===== config.mk =====
export PLATFORM = sky130hd
export DESIGN_NAME = bus_arb_8
export DESIGN_NICKNAME = d
export VERILOG_FILES = /design/src/rtl/bus_arb_8.sv
export SDC_FILE = /design/constraint.sdc
export NUM_CORES = 1
export LEC_CHECK = 0
export BUFFER_PORTS_ARGS = -buffer_cell sky130_fd_sc_hd__buf_4
export CORE_MARGIN = 5
export CORE_UTILIZATION = 65
export DETAILED_ROUTE_END_ITERATION = 6
export HOLD_SLACK_MARGIN = 0.08
export PLACE_DENSITY_LB_ADDON = 0.2
export SLEW_MARGIN = 20
export SYNTH_ARGS = -nofsm -noshare
export SYNTH_HDL_FRONTEND = slang
export SYNTH_SLANG_ARGS = --single-unit

===== constraint.sdc =====
create_clock -name clk -period 10.3 [get_ports clk]
set_input_delay 0.515 -clock clk [delete_from_list [all_inputs] [get_ports clk]]
set_output_delay 0.515 -clock clk [all_outputs]
set_load 0.02 [all_outputs]

===== src/rtl/bus_arb_8.sv =====
// Round-robin arbiter/sequencer for the shared 8-source, 8-bit select mux.
// Bounded tenure per owner and a one-cycle turnaround gap between owners.
module bus_arb_8 #(
    parameter int MAX_HOLD = 4
) (
    input  logic       clk,
    input  logic       reset_n,
    input  logic [7:0] req,
    input  logic       lock,
    output logic [7:0] gnt,
    output logic [2:0] sel,
    output logic       bus_valid,
    output logic       preempt
);

    localparam int         NUM_SRC = 8;
    localparam logic [7:0] HMAX    = 8'(MAX_HOLD - 1);

    typedef enum logic [1:0] {IDLE, BUSY, GAP} state_t;

    state_t     state, nstate;
    logic [7:0] hold, nhold;
    logic [2:0] last, nlast, nsel, win, idx;
    logic       found, others, npre;

    // First asserted request at or after last+1, wrapping; last itself is tried last.
    always_comb begin
        win   = last;
        found = 1'b0;
        idx   = '0;
        for (int i = 1; i <= NUM_SRC; i++) begin
            idx = last + 3'(i);
            if (!found && req[idx]) begin
                win   = idx;
                found = 1'b1;
            end
        end
    end

    assign others = |(req & ~(8'b1 << sel));

    always_comb begin
        nstate = state;
        nhold  = hold;
        nsel   = sel;
        nlast  = last;
        npre   = 1'b0;
        case (state)
            IDLE, GAP: begin
                if (|req) begin
                    nstate = BUSY;
                    nsel   = win;
                    nlast  = win;
                    nhold  = '0;
                end else begin
                    nstate = IDLE;
                end
            end
            BUSY: begin
                if (!req[sel]) begin
                    nstate = GAP;
                end else if (hold == HMAX && others && !lock) begin
                    nstate = GAP;
                    npre   = 1'b1;
                end else if (hold != HMAX) begin
                    nhold = hold + 8'd1;
                end
            end
            default: nstate = IDLE;
        endcase
    end

    // Outputs are registered from the next-state decision so gnt and sel move together.
    always_ff @(posedge clk or negedge reset_n) begin
        if (!reset_n) begin
            state     <= IDLE;
            hold      <= '0;
            sel       <= '0;
            last      <= 3'd7;
            gnt       <= '0;
            bus_valid <= 1'b0;
            preempt   <= 1'b0;
        end else begin
            state     <= nstate;
            hold      <= nhold;
            sel       <= nsel;
            last      <= nlast;
            preempt   <= npre;
            bus_valid <= (nstate == BUSY);
            gnt       <= (nstate == BUSY) ? (8'b1 << nsel) : 8'b0;
        end
    end

endmodule


=== Word-level counts from Yosys, hierarchy flattened ===
Cells that the tools add are included.

* Register bits after elaboration: 26
* Input bits: 11
* Output and inout bits: 13
* Word-level logic and storage cells: 109

* $add $sub $neg: 8
* Order comparisons: 9
* Equality and inequality tests: 9
* Shift-type cells: 2
* Muxes and demuxes: 48
* Bitwise logic cells: 2
* Reductions and logical operators: 24

{| class="wikitable"
|+ Operators with widths
! cell !! number
|-
| $mux 8 || 5
|-
| $lt 3x4->1 const B || 9
|-
| $mux 3 || 10
|-
| $bmux 1 s3 || 9
|-
| $mux 1 || 20
|-
| $pmux 8 s2 || 1
|-
| $reduce_or 8->1 || 2
|-
| $shl 1x3->8 const A || 2
|-
| $add 3x3->3 const B || 4
|-
| $logic_and 1x1->1 || 9
|-
| $add 8x1->8 const B || 1
|-
| $and 8x8->8 || 1
|-
| $eq 8x2->1 const B || 1
|-
| $logic_not 1->1 || 8
|-
| $ne 2x2->1 const B || 4
|-
| $ne 8x2->1 const B || 1
|-
| $not 8->8 || 1
|-
| $add 3x2->3 const B || 2
|-
| $reduce_and 5->1 || 1
|-
| $eq 2x1->1 const B || 2
|-
| $mux 2 || 2
|-
| $pmux 2 s2 || 1
|-
| $add 3x1->3 const B || 1
|-
| $eq 2x2->1 const B || 1
|-
| 4 further kinds || 4
|}

=== Longest topological paths before layout ===
* Depth after elaboration: 29
* Mapped depth: 15

=== Worst setup path after synthesis ===
No wires, ideal clock.

* Kind: register to register
* Start point: register last[0]
* End point: register gnt[2]
* Library setup time: 0.067 ns
* Arrival time: 3.155 ns
* Required time: 10.233 ns
* Path slack: 7.079 ns
* Stages on the path, launching flop included: 15
* Path buffers: 3
* Clock period less this slack: 3.221 ns
* Path through: dfstp_2 buf_6 buf_12 buf_6 inv_1 ha_1 inv_2 mux4_2 nand4_2 nor3_2 nand2b_2 a221o_1 o21a_4 inv_4 and3_1

* Word-level cells in the longest chain between the ends: 29
* Elaborated cells between the ends (all ways): 56
* Classes of those cells: add/sub: 7; shift: 1; mux: 34; reduce/logical: 14

{| class="wikitable"
|+ Ends and longest elaborated chain
! what !! line !! text
|-
| start, declared || 23 || <nowiki>logic [2:0] last, nlast, nsel, win, idx;</nowiki>
|-
| start signal, assigned || 87 || <nowiki>last <= nlast;</nowiki>
|-
| $add 3x1->3 || 32 || <nowiki>idx = last + 3'(i);</nowiki>
|-
| $bmux 1 s3 || 33 || <nowiki>if (!found && req[idx]) begin</nowiki>
|-
| $mux 1 (implied by the code) || 33 ||
|-
| $mux 1 || 33 ||
|-
| $logic_not 1->1 || 33 ||
|-
| $logic_and 1x1->1 || 33 ||
|-
| $mux 1 || 33 ||
|-
| $logic_not 1->1 || 33 ||
|-
| [14 not listed] || n/a ||
|-
| $logic_not 1->1 || 33 ||
|-
| $logic_and 1x1->1 || 33 ||
|-
| $mux 3 (*) || 33 ||
|-
| $mux 3 (*) || 50 || <nowiki>if (|req) begin</nowiki>
|-
| $mux 3 (*) || 48 || <nowiki>case (state)</nowiki>
|-
| net nsel[1] || 23 ||
|-
| $shl 1x3->8 (*) || 90 || <nowiki>gnt <= (nstate == BUSY) ? (8'b1 << nsel) : 8'b0;</nowiki>
|-
| $mux 8 (*) || 90 ||
|-
| end signal, assigned || 90 ||
|-
| end, declared || 10 || <nowiki>output logic [7:0] gnt,</nowiki>
|}

Mark *: on every way through the listed nets, which the timed path passes. The rest lies on a longest branch. The select of a mux whose other input is x is not followed.
A chain may end at the register's enable or synchronous reset.

=== Worst setup path in the final report ===
* Start point: register last[0]
* End point: register gnt[1]

* Word-level cells in the longest chain between the ends: 29
* Elaborated cells between the ends (all ways): 56
* Classes of those cells: add/sub: 7; shift: 1; mux: 34; reduce/logical: 14

{| class="wikitable"
|+ Ends and longest elaborated chain
! what !! line
|-
| $add 3x1->3 || 32
|-
| $bmux 1 s3 || 33
|-
| $mux 1 (implied by the code) || 33
|-
| $mux 1 || 33
|-
| $logic_not 1->1 || 33
|-
| $logic_and 1x1->1 || 33
|-
| $mux 1 || 33
|-
| $logic_not 1->1 || 33
|-
| [13 not listed] || n/a
|-
| $mux 1 || 33
|-
| $logic_not 1->1 || 33
|-
| $logic_and 1x1->1 || 33
|-
| $mux 3 (*) || 33
|-
| $mux 3 (*) || 50
|-
| $mux 3 (*) || 48
|-
| $shl 1x3->8 (*) || 90
|-
| $mux 8 (*) || 90
|}

Mark *: on every way between the ends. The rest lies on a longest branch, timed or not. The select of a mux whose other input is x is not followed.

==> flow_summary.toml <==
[sta]
setup_viol = 0
tightest_slew_ps = 1050
hold_violations = 0
finClkSkew_ps = 4.59
max_freq_mhz = 256
fin_crit_ps = 3900
rsz0062_at_grt = "false"
setup_tns_ps = 0
finalCritPeriodShare_pct = 37.9
maxSlewHeadroom_pct = 29.7
report.final.slew_viol_count = 0

[clock_tree]
clk_latency_ps = 270
hold_buffers = 0
ctsLongestPathBuffers = 2
htreeDepth = 1
post-cts-setup-buffers = 0
ctsResizeCount = 0
cts_tree = "built"
clk_pin_slew_worst_paths_ps = 80
cts_root_buf = "clkbuf_8"
cts_buffers = 3
cts_sinks = 26

[layout]
drive_above_1_share_pct = 28.1
layout_common_cells = "24 x nand2_1, 23 x dfrtp_1, 23 x buf_4"
fill_cells = 313
multi_input_area_um2 = 1700
area_growth_pct = 6.06
regArea_um2 = 654
antenna_cells = 0
layout_commonest_cell = "nand2_1"
nets = 285

[worst_setup_path]
cp_num_cells = 10
slowest_delay_ps = 990
r2r_cells = 10
critPathLaunchType = "flip-flop"
cp_max_fo = 28
critPathArrivalTime_ps = 4060
worst_setup_path_end_kind = "flip-flop"
critical_path_class = "reg2reg"
cp_num_buf_inv = 2
worstPathRequired_ps = 10460
critical-path-top-delay-family = "flip-flops"
slowest_stage = "dfstp_2"
path_cells = "inv_1, ha_1, inv_2, mux4_2, nand4_2, nor3_2, nand2b_2, a221o_1, o21a_4, and3_1"

[logic_synthesis]
synthCells = 264
ys_ff_latch = 26
synth_area_leaders = "dfrtp_1 23%, mux4_2 13%, mux2i_1 4.8%"
synth_top_area_share_pct = 22.9
synth_ff_type = "dfrtp_1"
yosysWarnings = 0
synth_cell_types = 64
synth_seq_area_share_pct = 26.0
avgSynthCellArea_um2 = 9.54
synth_nets = 278
async_flop_share_pct = 100
synth_area_leader_cell = "dfrtp_1"
synthesis.area_um2 = 2520
synth_edf_count = 0

[worst_hold_path]
hp-class = "in2async"

[grt]
grt_max_degree = 29
grt.overflow.total = 0
grtUsageTotal_pct = 23.8
antenna_found_initial = 0
grt_first_pass_wirelength_um = 10000
first_global_vias = 2015

[place]
gp_congestion = 0.966
port-buffer-count = 23
hpwl_um = 4270

[route]
drc = 0
totalWireLength_um = 5940
wl_per_cell_um = 18.7
via_per_inst = 6.85
num_vias = 2177
drt_iter0_drc = 268
first_pass_iters = 5
drt.antenna.violating_nets = 0

[status]
status = "finished clean"

[floorplan]
start_util_pct = 67.8
fp.dieW_um = 72.3
coreArea_um2 = 3720
die_h_um = 72.3
dieArea_um2 = 5220
placementRows = 22
io_pins = 24

[pwr]
power_switching_mw = 0.513
pwr-share-comb_pct = 73.2
p_int_mw = 0.493
p_sw_share_pct = 51.0
clkPwrFrac_pct = 5.7
p_per_area_nw_per_um2 = 376
leakage_nw = 1.08
irDropWorstVdd_uv = 218
power_frac_seq_pct = 21.2
total_power_mw = 1.01

[flow_run]
maxCapViolations = 0
==> state kept, by name, indices dropped and copies added, names as in the netlist <==
signal     cells
hold           8
last           3
sel            3
state          2
gnt            8
bus_valid      1
preempt        1
==> per-stage QoR <==
stage / area (um2) / hold WS (ps) / instances / utilization, % / worst slack, ps
after floorplan: 2520 / 219 / 264 / - / 7080
after global placement: 2630 / 435 / 314 / 70.7 / 6580
after detailed placement: 2630 / 439 / 314 / 70.7 / 6480
after CTS: 2670 / 147 / 318 / 71.9 / 6460
after global routing: 2670 / 158 / 318 / 71.9 / 6200
final: 2670 / 139 / 318 / 71.9 / 6400
==> power by group through the flow <==
| stage | Clock, mW | Combinational [mW] | Sequential, mW |
|---|---|---|---|
| 2_1_floorplan | 0 | 0.628 | 0.174 |
| 3_5_place_dp | 0 | 0.715 | 0.213 |
| 3_3_place_gp | 0 | 0.711 | 0.211 |
| 4_1_cts | 0.0584 | 0.721 | 0.213 |
| 6_report | 0.0569 | 0.736 | 0.213 |
| 5_1_grt | 0.0632 | 0.793 | 0.221 |
==> layout make-up <==
cell class,instances,share of cell area [%]
sequential,26,24.5
inverter,10,1.50
multi-input combinational,207,63.6
timing repair buffer,23,6.46
tap,48,2.25
clock buffer,4,1.69
==> cells in the mapped netlist (all sizes together), types with 3 or more instances <==
cell and n:
mux2 11, dfstp 3, mux2i 14, nor4 6, mux4 15, inv 9, dfrtp 23, xnor2 8
nand4 6, ha 3, a21oi 13, nor3 16, buf 13, a211oi 3, nor2b 3, nor2 15
a31oi 3, clkbuf 8, and2 3, and3 5, o21ai 15, nor3b 7, nand2 24, nand3 6
==> layer usage <==
layer	part of all wire (%)	global-route usage, %	routed length (um)
met1	43	35.5	2570
met2	47	37.2	2770
met3	9.2	4.29	549
met4	0.81	3.13	48
met5	0	0	0
==> path summary, 6_finish.rpt <==
| check | from | end | slack, ps |
|---|---|---|---|
| setup / recovery | last[0]$_DFFE_PN1P_ | gnt[1]$_DFF_PN0_ | 6400 |
| hold / removal | reset_n | hold[7]$_DFFE_PN0P_ | 140 |
| setup reg to reg | last[0]$_DFFE_PN1P_ | gnt[1]$_DFF_PN0_ | 6400 |
| hold reg to reg | hold[1]$_DFFE_PN0P_ | hold[1]$_DFFE_PN0P_ | 540 |
| max in group asynchronous | reset_n | last[2]$_DFFE_PN1P_ | 9870 |
| min in group clk | hold[1]$_DFFE_PN0P_ | hold[1]$_DFFE_PN0P_ | 540 |
==> cells by family (layout without fill, tap and decap cells) <==
logic type	Yosys count	in the layout	share of synthesized area, %
AOI/OAI and AO/OA	54	54	14.5
xor gates and xnor gates	10	10	4.07
adders and majority gates	3	3	1.49
buffers and inverters	31	37	6.56
DFF	26	26	26.0
muxes	40	40	25.0
and+or+nand+nor	100	100	22.5
No activity file was read; power rests on OpenSTA's default activity.
